## src/rtl/led_seq_pkg.sv

```systemverilog
// Shared definitions for the LED sequencer: mode encoding, bounce direction
// and the pattern each mode starts from when it is entered.
package led_seq_pkg;

    typedef enum logic [1:0] {
        MODE_BLINK  = 2'd0,
        MODE_COUNT  = 2'd1,
        MODE_CHASE  = 2'd2,
        MODE_BOUNCE = 2'd3
    } mode_t;

    typedef enum logic {
        DIR_LEFT  = 1'b0,
        DIR_RIGHT = 1'b1
    } dir_t;

    localparam logic [3:0] START_BLINK  = 4'b0000;
    localparam logic [3:0] START_COUNT  = 4'b0000;
    localparam logic [3:0] START_CHASE  = 4'b0001;
    localparam logic [3:0] START_BOUNCE = 4'b0001;

    function automatic logic [3:0] start_pattern(input mode_t m);
        case (m)
            MODE_BLINK:  return START_BLINK;
            MODE_COUNT:  return START_COUNT;
            MODE_CHASE:  return START_CHASE;
            default:     return START_BOUNCE;
        endcase
    endfunction

    // BOUNCE wraps back to BLINK through the natural 2-bit overflow.
    function automatic mode_t next_mode(input mode_t m);
        return mode_t'(m + 2'd1);
    endfunction

endpackage

```

## src/rtl/led_seq_prescaler.sv

```systemverilog
// Free-running step prescaler: counts up from INIT and emits a one-cycle
// registered tick each time it passes all-ones.
module led_seq_prescaler #(
    parameter int               PRE_W = 24,
    parameter logic [PRE_W-1:0] INIT  = 24'hfffffa
) (
    input  logic clk,
    input  logic rst,
    input  logic en,
    input  logic reload,
    output logic tick
);

    logic [PRE_W-1:0] cnt;

    // While disabled the count is frozen and tick is forced low.
    always_ff @(posedge clk) begin
        if (rst || reload) begin
            cnt  <= INIT;
            tick <= 1'b0;
        end else if (en) begin
            if (cnt == '1) begin
                cnt  <= INIT;
                tick <= 1'b1;
            end else begin
                cnt  <= cnt + 1'b1;
                tick <= 1'b0;
            end
        end else begin
            tick <= 1'b0;
        end
    end

endmodule

```

## src/rtl/led_seq_ctrl.sv

```systemverilog
// LED pattern sequencer: btn advances BLINK/COUNT/CHASE/BOUNCE, tick steps the pattern.
// Define LED_SEQ_DEBOUNCE_EN to filter the synchronized btn through a DEB_W-bit debouncer.
module led_seq_ctrl
    import led_seq_pkg::*;
#(
    parameter int               PRE_W = 24,
    parameter logic [PRE_W-1:0] INIT  = 24'hfffffa,
    parameter int               DEB_W = 16
) (
    input  logic       clk,
    input  logic       rst,
    input  logic       btn,
    input  logic       pause,
    output logic [3:0] led,
    output logic [1:0] mode,
    output logic       tick
);

    if (PRE_W < 2 || DEB_W < 1) begin : g_param_check
        $error("led_seq_ctrl: PRE_W must be >= 2 and DEB_W >= 1");
    end

    logic  s1, s2;
    logic  press;
    mode_t mode_q, mode_nx;
    dir_t  dir;

    always_ff @(posedge clk) begin
        if (rst) begin
            s1 <= 1'b0;
            s2 <= 1'b0;
        end else begin
            s1 <= btn;
            s2 <= s1;
        end
    end

`ifdef LED_SEQ_DEBOUNCE_EN
    logic [DEB_W-1:0] deb_cnt;
    logic             deb_level;

    // The accepted level flips only after 2^DEB_W consecutive disagreeing cycles.
    always_ff @(posedge clk) begin
        if (rst) begin
            deb_cnt   <= '0;
            deb_level <= 1'b0;
        end else if (s2 != deb_level) begin
            if (deb_cnt == '1) begin
                deb_cnt   <= '0;
                deb_level <= s2;
            end else begin
                deb_cnt <= deb_cnt + 1'b1;
            end
        end else begin
            deb_cnt <= '0;
        end
    end

    assign press = s2 && !deb_level && (deb_cnt == '1);
`else
    logic level_q;

    always_ff @(posedge clk) begin
        if (rst) level_q <= 1'b0;
        else     level_q <= s2;
    end

    assign press = s2 && !level_q;
`endif

    led_seq_prescaler #(
        .PRE_W (PRE_W),
        .INIT  (INIT)
    ) u_prescaler (
        .clk    (clk),
        .rst    (rst),
        .en     (!pause),
        .reload (press),
        .tick   (tick)
    );

    assign mode_nx = next_mode(mode_q);
    assign mode    = mode_q;

    // A press outranks a concurrent tick, so that tick's step is dropped.
    always_ff @(posedge clk) begin
        if (rst) begin
            mode_q <= MODE_BLINK;
            led    <= START_BLINK;
            dir    <= DIR_LEFT;
        end else if (press) begin
            mode_q <= mode_nx;
            led    <= start_pattern(mode_nx);
            dir    <= DIR_LEFT;
        end else if (tick && !pause) begin
            case (mode_q)
                MODE_BLINK: led <= ~led;
                MODE_COUNT: led <= led + 4'd1;
                MODE_CHASE: led <= {led[2:0], led[3]};
                default: begin
                    if (dir == DIR_LEFT) begin
                        if (led == 4'b1000) begin
                            led <= 4'b0100;
                            dir <= DIR_RIGHT;
                        end else begin
                            led <= led << 1;
                        end
                    end else begin
                        if (led == 4'b0001) begin
                            led <= 4'b0010;
                            dir <= DIR_LEFT;
                        end else begin
                            led <= led >> 1;
                        end
                    end
                end
            endcase
        end
    end

endmodule
```

## config.mk

```make
export PLATFORM = sky130hd
export DESIGN_NAME = led_seq_ctrl
export DESIGN_NICKNAME = d
export VERILOG_FILES = /design/src/rtl/led_seq_pkg.sv /design/src/rtl/led_seq_prescaler.sv /design/src/rtl/led_seq_ctrl.sv
export SDC_FILE = /design/constraint.sdc
export NUM_CORES = 1
export LEC_CHECK = 0
export CORE_MARGIN = 3
export CORE_UTILIZATION = 53
export CTS_CLUSTER_SIZE = 8
export DETAILED_ROUTE_END_ITERATION = 8
export PLACE_DENSITY = 0.75
export SLEW_MARGIN = 20
export SYNTH_ARGS = -nofsm -noshare
export SYNTH_HDL_FRONTEND = slang
export SYNTH_HIERARCHICAL = 1
export SYNTH_SLANG_ARGS = --single-unit
```

## constraint.sdc

```tcl
create_clock -name clk -period 3.65 [get_ports clk]
set_input_delay 0.365 -clock clk [delete_from_list [all_inputs] [get_ports clk]]
set_output_delay 0.365 -clock clk [all_outputs]
set_load 0.01 [all_outputs]
```

# ---- After elaboration in Yosys (flattened, before gate mapping)
# Cells that the tools add are included.
# W data, S select, Z words.
dict set report op_classes {
  n_addsub 3
  eq_ne 6
  n_mux 12
  bitwise 2
  n_reduce_logical 13
}
# cell n
set ops {}
lappend ops {{$add A24 B1 Y24 const B} 1}
lappend ops {{$eq A24 B24 Y1 const B} 1}
lappend ops {{$mux W24} 1}
lappend ops {{$mux W4} 4}
lappend ops {{$pmux W4 S3} 1}
lappend ops {{$reduce_or A2 Y1} 3}
lappend ops {{$mux W1} 5}
lappend ops {{$add A4 B1 Y4 const B} 1}
lappend ops {{$eq A2 B1 Y1 const B} 2}
lappend ops {{$eq A4 B1 Y1 const B} 1}
lappend ops {{$eq A4 B4 Y1 const B} 1}
lappend ops {{$logic_not A2 Y1} 2}
lappend ops {{$not A4 Y4} 1}
lappend ops {{$mux W3} 1}
lappend ops {{$reduce_or A3 Y1} 1}
lappend ops {{$add A2 B1 Y2 const B} 1}
lappend ops {{$eq A2 B2 Y1 const B} 1}
lappend ops {{$logic_and A1 B1 Y1} 2}
lappend ops {{$logic_not A1 Y1} 2}
lappend ops {{$reduce_and A2 Y1} 1}
lappend ops {{$reduce_bool A2 Y1} 1}
lappend ops {{$logic_or A1 B1 Y1} 1}
lappend ops {{$not A1 Y1} 1}
dict set report word_totals {
  register_bits 35
  input_bits 4
  out_inout_bits 7
  elab_cells 44
}

# ---- Depth between registers and ports, before layout
# Gate-level depths: netlist of the first run.
dict set report logic_depth {
  ltp_word 6
  ltp_mapped 8
  ltp_nobuf 6
}

# ---- Modules after synthesis
# Netlist of the first run, hierarchy kept.
# module n_inst cells_each area_each_um2 seq_area_each_um2
set modules_own_cells {}
lappend modules_own_cells {led_seq_prescaler 1 140 1241.2 500.5}
lappend modules_own_cells {led_seq_ctrl 1 84 738.2 200.2}

# ---- Worst setup path before layout of the first run
# OpenSTA, ideal clock, no wires.
dict set report synth_timing {
  kind {register to register}
  startpoint {reg u_prescaler.cnt[0]}
  endpoint {reg u_prescaler.cnt[19]}
  setup_time_ns 0.127
  t_arrival_ns 1.714
  t_required_ns 3.523
  setup_slack_ns 1.809
  stages_incl_launch_ff 9
  path_buffers 3
  period_less_slack_ns 1.841
  cell_sequence {dfxtp_1 > ha_1 > and4_1 > buf_2 > and4_1 > buf_4 > a41oi_4 > buf_4 > nand3_1}
}
dict set report synth_via {
  elab_chain_cells 2
}
# element line_no
set synth_lines {}
lappend synth_lines {{from (decl)} led_seq_prescaler.sv:14} ;# logic [PRE_W-1:0] cnt;
lappend synth_lines {{from (signal assigned)} led_seq_prescaler.sv:26} ;# cnt <= cnt + 1'b1;
lappend synth_lines {{$add A24 B1 Y24 or $eq A24 B24 Y1 (tied branches)} {led_seq_prescaler.sv:26, led_seq_prescaler.sv:22}}
lappend synth_lines {{$mux W24 (*)} led_seq_prescaler.sv:22} ;# if (cnt == '1) begin
# Mark *: on every way between the ends. The rest lies on a longest branch, timed or not.
# A chain may end at the register's enable or synchronous reset.

==> run_results.csv, run 1 <==
group,metric,value,unit
status,status,"completed",
cts,cts_buffers,5,
cts,clkLatencyLatePin,0.28,ns
timing,fmax,456,MHz
setup_path,endpoint,"u_prescaler/cnt[10]",
cts,postCtsHoldBufs,0,
power_and_ir_drop,p_per_area,342,nW/um^2
timing,timing.setup.tns,0,ns
final_layout,n_fill_cell,310,
power_and_ir_drop,power_frac_seq,0.550,
final_layout,area_growth,7.33,%
power_and_ir_drop,comb_power_share,0.091,
cts,post_cts_buffers,0,
timing,worst_pin_slew,0.603,ns
drt,wl,3.50,mm
synthesis,synth-seq-cells,35,
synthesis,synth.distinct_cells,54,
final_layout,seq_area,701,sq um
synthesis,synth.cell_area,1980,sq um
timing,timing.slew.headroom,0.597,
timing,skew,0.00493,ns
synthesis,synthArstFlopShare,0,
synthesis,synth_flop_cell,"dfxtp_1",
grt,grt_overflow,0,
cts,clockBufferDepth,2,
setup_path,timing.rr.start,"u_prescaler/cnt[0]",
setup_path,path_common_cell,"and4_1",
cts,cts_resized,0,
cts,cts-root-buf,"clkbuf_8",
floorplan,num_rows,21,
drt,wl_per_cell,12.7,um
place,dpl_cell_area,2040,sq um
final_layout,stdcell_count,276,
floorplan,die_y,67.1,um
setup_path,startpoint_type,"input pin",
setup_path,cpPeakStageDelay,0.58,ns
power_and_ir_drop,p_leak,0.808,nW
place,hpwl,2.49,mm
timing,fin_crit,2.19,ns
setup_path,r2r_end,"u_prescaler/cnt[10]",
final_layout,num-nets-final,241,
power_and_ir_drop,swShare,0.240,
cts,clk_pin_slew,0.06,ns
setup_path,critPathArrivalTime,2.32,ns
grt,grt_usage,0.177,
synthesis,syn_nets,236,
power_and_ir_drop,ir_worst_vdd,342,uV
setup_path,endpoint_kind,"flop",
setup_path,startpoint,"pause",
drt,num_vias,1560,
synthesis,synth_area_per_cell,8.84,sq um
synthesis,yosysWarningCount,6,
setup_path,r2r_cells,5,
synthesis,synth_cells,224,
min_path,hold_path_startpoint,"s1",
final_layout,finish.instance_area,2120,sq um
grt,antenna_found_initial,0,
setup_path,path_cells,"clkdlybuf4s50_1 -> inv_1 -> and4_1 -> and4_1 -> a41oi_4 -> o21ai_0",
drt,drc,0,
synthesis,synth-seq-area-share,0.354,
cts,cts_tree,"built",
min_path,hp-class,"flop to flop",
drt,ant_nets,0,
final_layout,drive_gt1_frac,0.0957,
setup_path,r2r_slack,1.62,ns
timing,layout_setup_ws,1.46,ns
final_layout,antenna_cells,0,
power_and_ir_drop,internal_power,552,uW
place,dpl.cell_count,268,
setup_path,cp_max_fo,19,
cts,htreeDepth,2,
cts,cts_num_sinks,35,
power_and_ir_drop,switchingPower,174,uW
drt,avgViaCountPerCell,5.65,
floorplan,io_pins,11,
synthesis,synth_edf_count,0,
grt,grt_max_degree,20,
timing,rsz0062_at_grt,"no",
grt,first_global_vias,1354,
place,dpl_worst_slack,1.17,ns
place,gp_congestion,0.806,
timing,fin_crit_sh,0.601,
place,portBuffers,10,
floorplan,core-area,3470,sq um
final_layout,fin_util,0.613,
floorplan,start_util,0.571,
setup_path,crit_slowest_cell,"a41oi_4",
setup_path,crit_required,3.78,ns
timing,hold_viol,0,
setup_path,critical_path_class,"input pin to flop",
run,drv_cap,0,
drt,firstDrtPassIters,4,
timing,setup_viol,0,
floorplan,dieArea,4500,sq um
grt,grt_pass1_wl,6.16,mm
timing,slew_violations,0,
power_and_ir_drop,p_clk_frac,0.360,
final_layout,multiInputGateArea,1140,sq um
drt,drt_iter0_drc,65,
floorplan,die_w,67.1,um
## critical path: cells and delay by family
kind | cells | cell delay (ns)
compound gates | 2 | 0.76
buf+inv | 2 | 0.66
simple gates | 2 | 0.53
## power groups by stage
stage | Clock (mW) | Combinational, mW | Sequential, mW
after floorplan | 0 | 0.0528 | 0.406
after global placement | 0 | 0.0644 | 0.407
after detailed placement | 0 | 0.0657 | 0.407
after CTS | 0.272 | 0.0661 | 0.399
after global routing | 0.289 | 0.0743 | 0.400
final | 0.261 | 0.0659 | 0.399
## registers in the layout (all words and copies together) (netlist names)
name and flops:
s1 1, level_q 1, u_prescaler/tick 1, mode 2
dir 1, led 4, u_prescaler/cnt 24, s2 1
## per-stage QoR
step | power, mW | hold WS (ns)
2_1_floorplan | 0.459 | 0.414
3_3_place_gp | 0.472 | 0.431
3_5_place_dp | 0.473 | 0.448
4_1_cts | 0.737 | 0.460
5_1_grt | 0.764 | 0.471
6_report | 0.726 | 0.456
## how the worst min path moves through the flow
| stage | endpoint | slack, ns | depth (start not counted) |
|---|---|---|---|
| after floorplan | s2 | 0.41 | 1 |
| after global placement | s2 | 0.43 | 1 |
| after detailed placement | s2 | 0.45 | 1 |
| after CTS | s2 | 0.46 | 1 |
| after global routing | s2 | 0.47 | 1 |
| final | s2 | 0.46 | 1 |
## cell families (layout without fill, tap and decap cells)
family	Yosys count	in the layout	synth area share
AND/OR/NAND/NOR	101	101	0.306
XOR/XNOR	11	11	0.0487
adder cells (fa/ha/maj)	8	8	0.0506
flip-flops	35	35	0.354
multiplexers	2	2	0.0101
buffers and inverters	23	29	0.0683
AO/OA/AOI/OAI	44	44	0.162
## per-layer routing
metal  vias up  track usage  routed length (um)
li1        813            -                   -
met1       719        0.247                1860
met2        23        0.258                1480
met3         5       0.0573                 118
met4         0       0.0532                  39
met5         -            0                   0
## placed cells by master (no fill, tap or decap), drive strengths merged, types with 5 or more instances in the layout
| cell type | count |
|---|---|
| inv | 11 |
| nand3 | 16 |
| o21ai | 13 |
| clkdlybuf4s50 | 10 |
| clkbuf | 7 |
| nor2 | 17 |
| nor2b | 6 |
| nor3 | 7 |
| ha | 8 |
| and4 | 5 |
| nand2 | 21 |
| xnor2 | 7 |
| or3 | 5 |
| nand4 | 6 |
| dfxtp | 35 |
| a21oi | 8 |
## Yosys cell counts, types with 3 or more instances
cell      count  area, sq um
a21oi_1       8         40.0
a41oi_1       3         26.3
and4_1        5         43.8
buf_2         3         15.0
buf_6         5         56.3
dfxtp_1      35          701
ha_1          8          100
inv_1        11         41.3
nand2_1      20         75.1
nand2b_1      3         18.8
nand3_1      15         75.1
nand4_1       4         25.0
nor2_1       16         60.1
nor2b_1       4         25.0
nor3_1        5         25.0
nor4_1        3         18.8
o211ai_1      3         22.5
o21ai_0      11         55.1
or3_1         5         31.3
xnor2_1       7         61.3
xor2_1        4         35.0
## area by class of cell
| type | instances | share of cell area |
|---|---|---|
| clock buffers | 7 | 0.0359 |
| well taps | 46 | 0.0271 |
| flip-flops and latches | 35 | 0.330 |
| repair buffers | 10 | 0.0471 |
| multi-input cells | 166 | 0.538 |
| clock inverters | 1 | 0.00236 |
| inverters | 11 | 0.0194 |
(Power assumes the default switching activity.)
==> run 2, diff against run 1 <==
==> constraint.sdc (replaced) <==
create_clock -name clk -period 2.1 [get_ports clk]
set_input_delay 0.21 -clock clk [delete_from_list [all_inputs] [get_ports clk]]
set_output_delay 0.21 -clock clk [all_outputs]
set_load 0.01 [all_outputs]
==> run 2 against run 1 <==
Core utilization grew 3.1 points. Sequential share of layout area decreased by 1.6 points. Total power rose by 97%. Register-to-register slack got worse by 1.3 ns. Critical path depth down 2. Routed wire length up 9.4%. Largest cell class unchanged. Sequential cell count unchanged.
==> run_results.csv, run 2 (synthesis gave the netlist of run 1 again) <==
group,metric,value,unit
status,status,"completed",
cts,clkLatencyLatePin,0.30,ns
setup_path,startpoint_type,"flop",
setup_path,endpoint_kind,"flop",
place,portBuffers,10,
grt,grt_max_degree,14,
floorplan,core-area,3470,sq um
timing,rsz0062_at_grt,"no",
setup_path,path_cells,"nand4_1 -> or2_2 -> nor4_2 -> mux2i_1",
setup_path,critical_path_class,"flop to flop",
timing,setup_viol,0,
floorplan,dieArea,4500,sq um
final_layout,num-nets-final,251,
grt,grt_pass1_wl,6.80,mm
power_and_ir_drop,power,1.43,mW
cts,postCtsHoldBufs,0,
min_path,hp-class,"flop to flop",
final_layout,area_growth,12.7,%
final_layout,finish.instance_area,2230,sq um
timing,timing.setup.tns,0,ns
setup_path,cpPeakStageDelay,0.44,ns
grt,first_global_vias,1510,
cts,cts_tree,"built",
cts,clk_pin_slew,0.08,ns
place,dpl_worst_slack,0.0874,ns
floorplan,start_util,0.571,
power_and_ir_drop,ir_worst_vdd,425,uV
drt,wl,3.83,mm
power_and_ir_drop,p_leak,0.871,nW
setup_path,crit_slowest_cell,"dfxtp_1",
cts,post_cts_buffers,0,
drt,drt_iter0_drc,99,
power_and_ir_drop,p_per_area,641,nW/um^2
drt,num_vias,1641,
drt,firstDrtPassIters,4,
floorplan,die_w,67.1,um
floorplan,io_pins,11,
timing,worst_pin_slew,0.380,ns
drt,avgViaCountPerCell,5.74,
grt,use_met3,0.0624,
place,hpwl,2.73,mm
place,dpl_cell_area,2120,sq um
floorplan,die_y,67.1,um
grt,grt_use_met1,0.269,
final_layout,stdcell_count,286,
drt,wl_per_cell,13.4,um
drt,ant_nets,0,
final_layout,antenna_cells,0,
drt,drc,0,
final_layout,largest-register,"u_prescaler/cnt",
final_layout,largest_reg_flops,24,
grt,grt_usage,0.200,
place,dpl.cell_count,278,
cts,clockBufferDepth,2,
final_layout,drive_gt1_frac,0.142,
grt,met2_usage,0.298,
timing,timing.slew.headroom,0.746,
setup_path,cp_max_fo,12,
setup_path,critPathArrivalTime,1.98,ns
cts,cts_buffers,5,
run,drv_cap,0,
place,gp_congestion,0.821,
grt,grt_overflow,0,
cts,cts_resized,0,
grt,grt_most_used_layer,"met2",
grt,antenna_found_initial,0,
timing,slew_violations,0,
timing,skew,0.00909,ns
timing,whs,0.450,ns
timing,layout_setup_ws,0.343,ns
final_layout,n_fill_cell,315,
cts,htreeDepth,2,
timing,fin_crit,1.76,ns
floorplan,num_rows,21,
cts,cts-root-buf,"clkbuf_8",
timing,fin_crit_sh,0.837,
setup_path,cp_num_buf_inv,0,
setup_path,cp_top_family,"simple AND/OR/NAND/NOR gates",
setup_path,crit_required,2.32,ns
final_layout,final_common_cell,"dfxtp_1",
final_layout,fin_util,0.643,
timing,hold_viol,0,
timing,fmax,569,MHz
cts,cts_num_sinks,35,
final_layout,layout_common_cells,"dfxtp_1 (35), nand2_1 (20), nor2_1 (16), nand3_1 (15)",
run 2: path summary, 6_finish.rpt:
kind / from / to / slack [ns] / cells after the start
min: s1 / s2 / 0.45 / 1
max reg2reg: u_prescaler/cnt[10] / u_prescaler/cnt[23] / 0.34 / 4
max: u_prescaler/cnt[10] / u_prescaler/cnt[23] / 0.34 / 4
min reg2reg: s1 / s2 / 0.45 / 1
run 2: worst register-to-register path, cell delays in order, from the launching register on:
cell and delay, ns:
dfxtp_1 0.44, nand4_1 0.18, or2_2 0.44, nor4_2 0.37, mux2i_1 0.24
run 2: per-layer routing:
layer	up-vias	wire length (um)
li1	839	-
met1	756	1830
met2	42	1750
met3	4	211
met4	0	40
met5	-	0
run 2: final cells by class:
class / instances / area (sq um) / share of cell area
clock buffers: 5 / 68.8 / 0.0308
flip-flops and latches: 35 / 701 / 0.314
repair buffers: 20 / 175 / 0.0785
multi-input cells: 166 / 1140 / 0.513
well taps: 46 / 57.6 / 0.0258
inverters: 11 / 41.3 / 0.0185
clock inverters: 3 / 43.8 / 0.0196
run 2: power breakdown:
part / internal (mW) / switching (mW) / leakage [nW]
Sequential: 0.677 / 0.0163 / 0.284
Combinational: 0.0583 / 0.0684 / 0.529
Clock: 0.353 / 0.257 / 0.0581
==> run 3, diff against run 2 <==
==> constraint.sdc (replaced) <==
create_clock -name clk -period 1.74 [get_ports clk]
set_input_delay 0.174 -clock clk [delete_from_list [all_inputs] [get_ports clk]]
set_output_delay 0.174 -clock clk [all_outputs]
set_load 0.01 [all_outputs]
==> run 3 against run 2 <==
Via count increased by 3.5%. Combinational power up 39%. Non-clock buffer count is 14 higher. Count of clock-buffer cells in the layout increased by 2. Highest routed layer unchanged. Global-route usage shrank 0.26 points.
==> run_results.csv, run 3 (synthesis gave the netlist of run 1 again) <==
group,metric,value,unit
power_and_ir_drop,p_per_area,706,nW/um^2
power_and_ir_drop,p_leak,0.934,nW
timing,worst_pin_slew,0.386,ns
cts,cts-root-buf,"clkbuf_8",
drt,met2_length,1.77,mm
setup_path,crit_slowest_cell,"dfxtp_1",
drt,drt_iter0_drc,63,
floorplan,die_y,67.1,um
drt,highest_layer,"met4",
cts,post_cts_buffers,0,
setup_path,critical_path_class,"flop to flop",
final_layout,layout_common_cells,"dfxtp_1 (33), buf_4 (24), nand2_1 (20), nor2_1 (16), nand3_1 (15)",
cts,cts_buffers,5,
drt,num_vias,1698,
place,hpwl,2.85,mm
final_layout,final_common_cell,"dfxtp_1",
grt,grt_usage,0.197,
status,status,"completed",
cts,clockBufferDepth,2,
setup_path,cpPeakStageDelay,0.47,ns
setup_path,cp_max_fo,8,
floorplan,dieArea,4500,sq um
timing,fin_crit,1.65,ns
cts,clkLatencyLatePin,0.29,ns
drt,dr_wl_met3,150,um
timing,layout_setup_ws,0.0929,ns
min_path,hold_depth,2,
setup_path,r2r_cells,4,
setup_path,startpoint_type,"flop",
timing,hold_viol,0,
drt,wl,3.93,mm
floorplan,num_rows,21,
grt,first_global_vias,1626,
drt,wl_per_cell,13.0,um
setup_path,endpoint_kind,"flop",
grt,grt_pass1_wl,6.89,mm
drt,ant_nets,0,
drt,drc,0,
cts,htreeDepth,2,
cts,cts_num_sinks,35,
setup_path,critPathArrivalTime,1.83,ns
timing,setup_viol,0,
cts,postCtsHoldBufs,0,
drt,firstDrtPassIters,6,
timing,timing.setup.tns,0,ns
floorplan,core-area,3470,sq um
floorplan,die_w,67.1,um
place,gp_congestion,0.848,
final_layout,drive_gt1_frac,0.208,
timing,timing.slew.headroom,0.742,
final_layout,largest-register,"u_prescaler/cnt",
grt,grt_overflow,0,
cts,cts_resized,0,
final_layout,area_growth,19.0,%
setup_path,path_cells,"nand4_1 -> nor2_1 -> a41oi_2 -> and2_1",
final_layout,n_fill_cell,280,
final_layout,antenna_cells,0,
drt,wl_met1,1.93,mm
setup_path,crit_required,1.93,ns
run,drv_cap,0,
cts,clk_pin_slew,0.07,ns
timing,slew_violations,0,
grt,grt_max_degree,14,
timing,fin_crit_sh,0.947,
cts,cts_tree,"built",
grt,antenna_found_initial,0,
min_path,hp-class,"input pin to flop",
floorplan,io_pins,11,
final_layout,largest_reg_flops,24,
timing,fmax,607,MHz
timing,skew,0.00781,ns
final_layout,num-nets-final,266,
power_and_ir_drop,ir_worst_vdd,777,uV
floorplan,start_util,0.571,
place,portBuffers,10,
drt,avgViaCountPerCell,5.64,
place,dpl_worst_slack,-0.155,ns
run 3: changes by cell type in the layout (fill, tap and decap cells not counted), sizes merged:
cell,change
clkbuf,+2
clkinvlp,+1
clkinv,-2
buf,+14
bufinv,-1
a41oi,+1
run 3: critical path, delay by kind of cell (launching register included):
family,cells,cell delay (ns)
simple gates,3,0.82
flops,1,0.47
compound gates,1,0.25
run 3: area by class of cell:
| class | count | area (sq um) | share of cell area |
|---|---|---|---|
| clock buffers | 7 | 96.3 | 0.0409 |
| clock inverters | 1 | 7.51 | 0.00319 |
| inverters | 11 | 41.3 | 0.0175 |
| multi-input cells | 167 | 1170 | 0.496 |
| flip-flops and latches | 35 | 703 | 0.299 |
| well taps | 46 | 57.6 | 0.0244 |
| repair buffers | 34 | 280 | 0.119 |
run 3: power breakdown:
| group | internal [mW] | total [mW] | switching, mW |
|---|---|---|---|
| logic | 0.0845 | 0.176 | 0.0919 |
| registers | 0.817 | 0.834 | 0.0163 |
| clock network | 0.360 | 0.653 | 0.293 |
run 3: layer usage:
| metal | track usage | vias to the layer above |
|---|---|---|
| met2 | 0.302 | 22 |
| met5 | 0 | - |
| met1 | 0.268 | 794 |
| met3 | 0.0371 | 9 |
| li1 | - | 873 |
| met4 | 0.0861 | 0 |
run 3: path summary, 6_finish.rpt:
path / startpoint / end / slack [ns]
max: u_prescaler/cnt[17] / u_prescaler/cnt[2] / 0.09
min: btn / s1 / 0.45
max reg2reg: u_prescaler/cnt[17] / u_prescaler/cnt[2] / 0.09
min reg2reg: s1 / s2 / 0.46
run 3: through the flow:
step	cells	power, mW	cell area (sq um)	hold WS (ns)	utilization
floorplan	224	0.964	1980	0.283	-
global placement	292	1.02	2220	0.421	0.641
detailed placement	292	1.02	2220	0.458	0.641
CTS	300	1.68	2330	0.442	0.671
global route	301	1.73	2350	0.468	0.679
finish	301	1.66	2350	0.446	0.679
